File: config.mk
export PLATFORM = sky130hd
export DESIGN_NAME = cg_wake_sequencer
export DESIGN_NICKNAME = d
export VERILOG_FILES = /design/src/rtl/cg_seq_pkg.sv /design/src/rtl/arbiter_round_robin.sv /design/src/rtl/cg_wake_sequencer.sv
export SDC_FILE = /design/constraint.sdc
export NUM_CORES = 1
export LEC_CHECK = 0
export ABC_AREA = 1
export CELL_PAD_IN_SITES_DETAIL_PLACEMENT = 1
export CELL_PAD_IN_SITES_GLOBAL_PLACEMENT = 1
export CORE_MARGIN = 1.5
export CORE_UTILIZATION = 45
export DETAILED_ROUTE_END_ITERATION = 12
export PLACE_DENSITY = 0.85
export SETUP_SLACK_MARGIN = 0.15
export SYNTH_ARGS = -nofsm -noshare
export SYNTH_HDL_FRONTEND = slang
export SYNTH_SLANG_ARGS = --single-unit
File: constraint.sdc
create_clock -name clk_in -period 3.5 [get_ports clk_in]
set_clock_uncertainty 0.1 [all_clocks]
set_input_delay 0.7 -clock clk_in [delete_from_list [all_inputs] [get_ports clk_in]]
set_output_delay 0.7 -clock clk_in [all_outputs]
set_load 0.05 [all_outputs]
File: src/rtl/cg_seq_pkg.sv
// cg_seq_pkg: shared types and reset values for the clock-gating wake
// sequencer.
//   dom_state_t : per-domain ICG state (GATED, WAKING, ACTIVE)
//   seq_state_t : wake sequencer state (SEQ_IDLE, SEQ_GRANT, SEQ_SETTLE)
//   *_RESET     : values the state and output registers take under aresetn
package cg_seq_pkg;

  typedef enum logic [1:0] {
    GATED  = 2'd0,
    WAKING = 2'd1,
    ACTIVE = 2'd2
  } dom_state_t;

  typedef enum logic [1:0] {
    SEQ_IDLE   = 2'd0,
    SEQ_GRANT  = 2'd1,
    SEQ_SETTLE = 2'd2
  } seq_state_t;

  localparam dom_state_t DOM_RESET_STATE     = GATED;
  localparam seq_state_t SEQ_RESET_STATE     = SEQ_IDLE;
  localparam logic       DOMAIN_CLK_EN_RESET = 1'b0;

endpackage

File: src/rtl/arbiter_round_robin.sv
// arbiter_round_robin: combinational round-robin pick.
//   req   [NUM_REQ]   : requesting indices
//   ptr   [PTR_WIDTH] : index with highest priority this cycle (< NUM_REQ)
//   grant [NUM_REQ]   : one-hot, first requester at or after ptr (wrapping);
//                       all-zero when nothing requests
module arbiter_round_robin
  import cg_seq_pkg::*;
#(
  parameter int NUM_REQ   = 4,
  parameter int PTR_WIDTH = 2
) (
  input  logic [NUM_REQ-1:0]   req,
  input  logic [PTR_WIDTH-1:0] ptr,
  output logic [NUM_REQ-1:0]   grant
);

  logic                 found;
  logic [PTR_WIDTH-1:0] idx;

  always_comb begin
    grant = '0;
    found = 1'b0;
    idx   = '0;
    for (int unsigned k = 0; k < NUM_REQ; k++) begin
      idx = PTR_WIDTH'((32'(ptr) + k) % NUM_REQ);
      if (!found && req[idx]) begin
        grant[idx] = 1'b1;
        found      = 1'b1;
      end
    end
  end

endmodule

File: src/rtl/cg_wake_sequencer.sv
// cg_wake_sequencer: drives the ICG enables of NUM_DOMAINS gated clock
// domains. Idle domains gate after a shared countdown; wake requests are
// granted round-robin, one domain per sequence, with a programmable settle
// time after each ungate.
//   clk_in             : free-running clock
//   aresetn            : asynchronous active-low reset
//   cfg_cg_enable      : 1 = gating active, 0 = every domain forced running
//   cfg_cg_idle_count  : idle countdown reload value
//   cfg_stagger_cycles : settle cycles after each ungate
//   wake_req, busy     : per-domain wake request / activity
//   domain_clk_en      : registered ICG enables
//   wake_ack           : domain ACTIVE
//   domain_gated       : domain GATED
//   seq_busy           : sequencer not idle
module cg_wake_sequencer
  import cg_seq_pkg::*;
#(
  parameter int NUM_DOMAINS     = 4,
  parameter int IDLE_CNTR_WIDTH = 4,
  parameter int STAGGER_WIDTH   = 3
) (
  input  logic                       clk_in,
  input  logic                       aresetn,
  input  logic                       cfg_cg_enable,
  input  logic [IDLE_CNTR_WIDTH-1:0] cfg_cg_idle_count,
  input  logic [STAGGER_WIDTH-1:0]   cfg_stagger_cycles,
  input  logic [NUM_DOMAINS-1:0]     wake_req,
  input  logic [NUM_DOMAINS-1:0]     busy,
  output logic [NUM_DOMAINS-1:0]     domain_clk_en,
  output logic [NUM_DOMAINS-1:0]     wake_ack,
  output logic [NUM_DOMAINS-1:0]     domain_gated,
  output logic                       seq_busy
);

  localparam int PTR_W = $clog2(NUM_DOMAINS);

  seq_state_t                 seq_state, seq_next;
  logic [PTR_W-1:0]           rr_ptr, rr_ptr_next;
  logic [STAGGER_WIDTH-1:0]   settle_cnt, settle_cnt_next;
  logic [NUM_DOMAINS-1:0]     sel, sel_next;

  logic [NUM_DOMAINS-1:0]     gated_vec;
  logic [NUM_DOMAINS-1:0]     wake_pending;
  logic [NUM_DOMAINS-1:0]     arb_grant;
  logic [NUM_DOMAINS-1:0]     grant_wake;
  logic [NUM_DOMAINS-1:0]     settle_done;

  assign wake_pending = wake_req & gated_vec;
  assign seq_busy     = (seq_state != SEQ_IDLE);

  arbiter_round_robin #(
    .NUM_REQ   (NUM_DOMAINS),
    .PTR_WIDTH (PTR_W)
  ) u_arb (
    .req   (wake_pending),
    .ptr   (rr_ptr),
    .grant (arb_grant)
  );

  // ---------------- sequencer ----------------
  always_ff @(posedge clk_in or negedge aresetn) begin
    if (!aresetn) begin
      seq_state  <= SEQ_RESET_STATE;
      rr_ptr     <= '0;
      settle_cnt <= '0;
      sel        <= '0;
    end else begin
      seq_state  <= seq_next;
      rr_ptr     <= rr_ptr_next;
      settle_cnt <= settle_cnt_next;
      sel        <= sel_next;
    end
  end

  always_comb begin
    seq_next        = seq_state;
    rr_ptr_next     = rr_ptr;
    settle_cnt_next = settle_cnt;
    sel_next        = sel;
    grant_wake      = '0;
    settle_done     = '0;
    if (!cfg_cg_enable) begin
      // Every domain is forced ACTIVE, so any sequence in flight is moot.
      seq_next = SEQ_IDLE;
      sel_next = '0;
    end else begin
      case (seq_state)
        SEQ_IDLE: begin
          if (|wake_pending) seq_next = SEQ_GRANT;
        end
        SEQ_GRANT: begin
          if (|arb_grant) begin
            grant_wake      = arb_grant;
            sel_next        = arb_grant;
            settle_cnt_next = cfg_stagger_cycles;
            seq_next        = SEQ_SETTLE;
            for (int unsigned k = 0; k < NUM_DOMAINS; k++) begin
              if (arb_grant[PTR_W'(k)]) rr_ptr_next = PTR_W'((k + 1) % NUM_DOMAINS);
            end
          end else begin
            seq_next = SEQ_IDLE;
          end
        end
        SEQ_SETTLE: begin
          if (settle_cnt == '0) begin
            settle_done = sel;
            sel_next    = '0;
            seq_next    = SEQ_IDLE;
          end else begin
            settle_cnt_next = settle_cnt - STAGGER_WIDTH'(1);
          end
        end
        default: seq_next = SEQ_IDLE;
      endcase
    end
  end

  // ---------------- per-domain FSMs ----------------
  for (genvar d = 0; d < NUM_DOMAINS; d++) begin : g_dom
    dom_state_t                 st, st_next;
    logic [IDLE_CNTR_WIDTH-1:0] cnt, cnt_next;
    logic                       clk_en_q;

    always_ff @(posedge clk_in or negedge aresetn) begin
      if (!aresetn) begin
        st       <= DOM_RESET_STATE;
        cnt      <= '0;
        clk_en_q <= DOMAIN_CLK_EN_RESET;
      end else begin
        st       <= st_next;
        cnt      <= cnt_next;
        // Registered from next state so the enable flips together with it.
        clk_en_q <= (st_next != GATED);
      end
    end

    always_comb begin
      st_next  = st;
      cnt_next = cnt;
      if (!cfg_cg_enable) begin
        st_next  = ACTIVE;
        cnt_next = cfg_cg_idle_count;
      end else begin
        case (st)
          GATED: begin
            if (grant_wake[d]) st_next = WAKING;
          end
          WAKING: begin
            if (settle_done[d]) begin
              st_next  = ACTIVE;
              cnt_next = cfg_cg_idle_count;
            end
          end
          ACTIVE: begin
            if (wake_req[d] || busy[d]) cnt_next = cfg_cg_idle_count;
            else if (cnt != '0)         cnt_next = cnt - IDLE_CNTR_WIDTH'(1);
            else                        st_next  = GATED;
          end
          default: st_next = GATED;
        endcase
      end
    end

    assign gated_vec[d]     = (st == GATED);
    assign domain_gated[d]  = (st == GATED);
    assign wake_ack[d]      = (st == ACTIVE);
    assign domain_clk_en[d] = clk_en_q;
  end

endmodule

==> impl_metrics.prom <==
# TYPE chip_impl_metric gauge
chip_impl_metric{name="grt_antenna_before_repair",unit=""} 0
chip_impl_metric{name="power.clock.fraction",unit="%"} 35.1
chip_impl_metric{name="timing_worst_slew_pin_value",unit="ns"} 0.919
chip_impl_metric{name="total_setup_violations_reported_at_the_end_of_the_flow",unit=""} 0
chip_impl_metric{name="maximum_number_of_pins_on_one_net_before_global_route_repair",unit=""} 40
chip_impl_metric{name="slew_headroom",unit="%"} 38.7
chip_impl_metric{name="synth.avg_cell_area",unit="um2"} 7.93
chip_impl_metric{name="htreeDepth",unit=""} 2
chip_impl_metric{name="routedWlPerCell",unit="um"} 15.5
chip_impl_metric{name="die_height",unit="um"} 79.9
chip_impl_metric{name="placed_cells_incl_taps",unit=""} 432
chip_impl_metric{name="layout_worst_path_cycle_share",unit="%"} 75.4
chip_impl_metric{name="internal_power",unit="uW"} 757
chip_impl_metric{name="first_global_vias",unit=""} 2476
chip_impl_metric{name="synthesis.yosys.warnings",unit=""} 0
chip_impl_metric{name="timing.critical_path.arrival",unit="ns"} 1.84
chip_impl_metric{name="power.static_leakage",unit="nW"} 1.51
chip_impl_metric{name="row_count",unit=""} 27
chip_impl_info{name="hp-class",value="register to register"} 1
chip_impl_metric{name="drv_cap",unit=""} 0
chip_impl_metric{name="power_frac_comb",unit="%"} 17.8
chip_impl_metric{name="highest_attainable_clock_frequency",unit="MHz"} 379
chip_impl_metric{name="numPortBuffers",unit=""} 30
chip_impl_metric{name="worstSkewPairLatency",unit="ns"} 0.29
chip_impl_metric{name="gp_congestion",unit=""} 0.827
chip_impl_metric{name="drc_errors",unit=""} 0
chip_impl_metric{name="worst_case_reg_to_reg_path_depth",unit=""} 13
chip_impl_metric{name="routed_wl",unit="um"} 6810
chip_impl_info{name="status",value="complete, no violations"} 1
chip_impl_metric{name="grt_use_total",unit="%"} 24.3
chip_impl_metric{name="synthesis.nets",unit=""} 367
chip_impl_metric{name="hold_viol_final",unit=""} 0
chip_impl_metric{name="cts.repair.resized",unit=""} 0
chip_impl_metric{name="peak_vdd_ir",unit="V"} 0.000254
chip_impl_metric{name="fp.coreArea",unit="um2"} 5610
chip_impl_metric{name="clock_path_buffers",unit=""} 2
chip_impl_metric{name="final_nets",unit=""} 399
chip_impl_metric{name="postLayoutCoreUtil",unit="%"} 55.6
chip_impl_metric{name="timing.critical_path.required",unit="ns"} 2.70
chip_impl_info{name="hold_start",value="sel[1]$_DFFE_PN0P_"} 1
chip_impl_metric{name="sw_frac_of_total",unit="%"} 28.6
chip_impl_metric{name="total_i_o_pin_count",unit=""} 31
chip_impl_metric{name="post_synth_inst_count",unit=""} 335
chip_impl_metric{name="die-area",unit="um2"} 6380
chip_impl_metric{name="iter_0_drt_violations",unit=""} 97
chip_impl_metric{name="cts_buffers",unit=""} 5
chip_impl_metric{name="net-switching-power",unit="uW"} 303
chip_impl_info{name="worstSetupStartpointType",value="register"} 1
chip_impl_info{name="clockRootBuffer",value="clkbuf_8"} 1
chip_impl_metric{name="numClockSinks",unit=""} 39
chip_impl_metric{name="netlist_area",unit="um2"} 2660
chip_impl_metric{name="syn2layout_area_growth",unit="%"} 17.3
chip_impl_metric{name="ff2ff_setup_slack",unit="ns"} 1.01
chip_impl_info{name="tritoncts",value="done"} 1
chip_impl_metric{name="drive_gt1_share",unit="%"} 11.4
chip_impl_metric{name="synth_seq_cells",unit=""} 39
chip_impl_metric{name="postCtsSetupRepairBufs",unit=""} 0
chip_impl_metric{name="routed-via-count",unit=""} 2367
chip_impl_metric{name="drtAntennaViolNets",unit=""} 0
chip_impl_info{name="worstHoldEndpoint",value="sel[1]$_DFFE_PN0P_"} 1
chip_impl_info{name="cp-end-kind",value="output pin"} 1
chip_impl_metric{name="global_route.overflow_total",unit=""} 0
chip_impl_metric{name="slew_violations",unit=""} 0
chip_impl_metric{name="first_pass_iters",unit=""} 4
chip_impl_metric{name="pwr_density_cell",unit="nW/um2"} 340
chip_impl_metric{name="layout_min_cycle_time",unit="ns"} 2.64
chip_impl_metric{name="detail_route.vias_per_cell",unit=""} 5.39
chip_impl_metric{name="final.setup.tns",unit="ns"} 0
chip_impl_metric{name="register_area_share_after_synthesis",unit="%"} 36.7
chip_impl_metric{name="worst-path-max-fanout",unit=""} 3
chip_impl_metric{name="number_of_inserted_diodes",unit=""} 0
chip_impl_metric{name="detailedPlacementHpwl",unit="um"} 5210
chip_impl_info{name="crit_type",value="register to output pin"} 1
chip_impl_metric{name="cts.hold.buffers_added",unit=""} 0
chip_impl_info{name="rsz0062_at_grt",value="false"} 1
chip_impl_info{name="mostFrequentLayoutCell",value="nand2_1"} 1
chip_impl_info{name="layout.cells.most_common_list",value="76 x nand2_1, 52 x nand3_1, 40 x inv_1, 39 x dfrtp_1, 33 x o21ai_0"} 1
chip_impl_metric{name="floorplan.initialDensity",unit="%"} 47.4
chip_impl_metric{name="synth.distinct_cells",unit=""} 29
chip_impl_metric{name="cts.reportedPaths.clkPinSlew",unit="ns"} 0.08
chip_impl_info{name="worst_r2r_endpoint",value="sel[2]$_DFFE_PN0P_"} 1
chip_impl_metric{name="fin_cells",unit=""} 439
chip_impl_metric{name="chipWidth",unit="um"} 79.9
chip_impl_metric{name="grt_pass1_wl",unit="um"} 12000
chip_impl_info{name="r2r_start",value="rr_ptr[0]$_DFFE_PN0P_"} 1
chip_impl_metric{name="worst_hold_path_depth",unit=""} 2
chip_impl_metric{name="seqPwrFrac",unit="%"} 47.1
[cells by family after synthesis]
family	after synthesis	synth area share, %
AOI/OAI and AO/OA	53	14.5
adders and majority gates	14	6.59
and+or+nand+nor	173	32.9
xor gates and xnor gates	4	1.32
DFF	39	36.7
buffers and inverters	52	8.00
[cell type report]
cell class              count  area, um2
multi-input cells         244       1470
well taps                  72       90.1
fillers                   718       2490
clock buffers               5       68.8
flip-flops and latches     39        976
clock inverters             2       37.5
inverters                  46        173
repair buffers             31        303
[how the worst max path moves through the flow]
| stage | slack [ns] | from | endpoint | cells past startpoint |
|---|---|---|---|---|
| after floorplan | 1.38 | g_dom[2].st[1]$_DFF_PN0_ | g_dom[2].cnt[3]$_DFFE_PN0P_ | 5 |
| after global placement | 0.81 | wake_req[2] | settle_cnt[0]$_DFFE_PN0P_ | 12 |
| after detailed placement | 0.69 | wake_req[3] | settle_cnt[0]$_DFFE_PN0P_ | 12 |
| after CTS | 0.85 | g_dom[3].st[0]$_DFF_PN0_ | wake_ack[3] | 4 |
| after global routing | 0.77 | g_dom[2].st[1]$_DFF_PN0_ | wake_ack[2] | 3 |
| final | 0.86 | g_dom[3].st[0]$_DFF_PN0_ | wake_ack[3] | 4 |
[power groups by stage]
stage	Sequential, mW	Combinational, mW	Clock (mW)
2_1_floorplan	0.501	0.124	0
3_3_place_gp	0.505	0.183	0
3_5_place_dp	0.507	0.190	0
4_1_cts	0.499	0.192	0.382
5_1_grt	0.502	0.220	0.404
6_report	0.499	0.189	0.372
[critical path, stage by stage, from the launching register on]
cell	delay, ns
dfrtp_1	0.41
inv_1	0.14
nand2_1	0.07
inv_1	0.11
clkdlybuf4s50_1	0.81
[stage by stage]
| step | worst slack, ns | power [mW] | cell area [um2] | hold WS (ns) |
|---|---|---|---|---|
| after floorplan | 1.38 | 0.625 | 2660 | 0.304 |
| after global placement | 0.813 | 0.689 | 3010 | 0.386 |
| after detailed placement | 0.695 | 0.697 | 3010 | 0.396 |
| after CTS | 0.851 | 1.07 | 3120 | 0.413 |
| after global routing | 0.771 | 1.13 | 3120 | 0.447 |
| final | 0.863 | 1.06 | 3120 | 0.410 |
[Yosys cell counts]
cell / count / share of area, %
o31ai_1: 3 / 0.85
o211ai_1: 6 / 1.7
or2_1: 4 / 0.94
nand3_1: 52 / 9.8
inv_1: 40 / 5.6
inv_2: 4 / 0.56
nor2_2: 2 / 0.47
xor2_1: 3 / 0.99
a22o_1: 1 / 0.33
nor2_1: 13 / 1.8
ha_1: 14 / 6.6
nor2_4: 7 / 3.0
dfrtp_1: 39 / 37
nand2_4: 4 / 1.7
o21ai_0: 33 / 6.2
nor3_1: 1 / 0.19
nand4_1: 2 / 0.47
a21oi_1: 2 / 0.38
nand2_2: 5 / 1.2
a2111oi_0: 1 / 0.33
buf_2: 2 / 0.38
o311ai_4: 4 / 4.0
a221oi_1: 1 / 0.33
clkinv_1: 2 / 0.28
nand2_1: 76 / 11
o21ai_1: 2 / 0.38
nand3_2: 7 / 2.6
xnor2_1: 1 / 0.33
buf_4: 4 / 1.1
[routing by layer]
metal	up-vias	GRT usage, %	wire length, um
li1	1171	-	-
met1	1157	33.0	3260
met2	35	40.8	3290
met3	4	3.77	203
met4	0	5.17	53
met5	-	0	0
[registers in the layout, summed over array words and instances, names as in the netlist]
register,count
seq_state,2
rr_ptr,2
g_dom.cnt,16
settle_cnt,3
sel,4
g_dom.st,8
g_dom.clk_en_q,4
No activity file was read; power rests on OpenSTA's default activity.
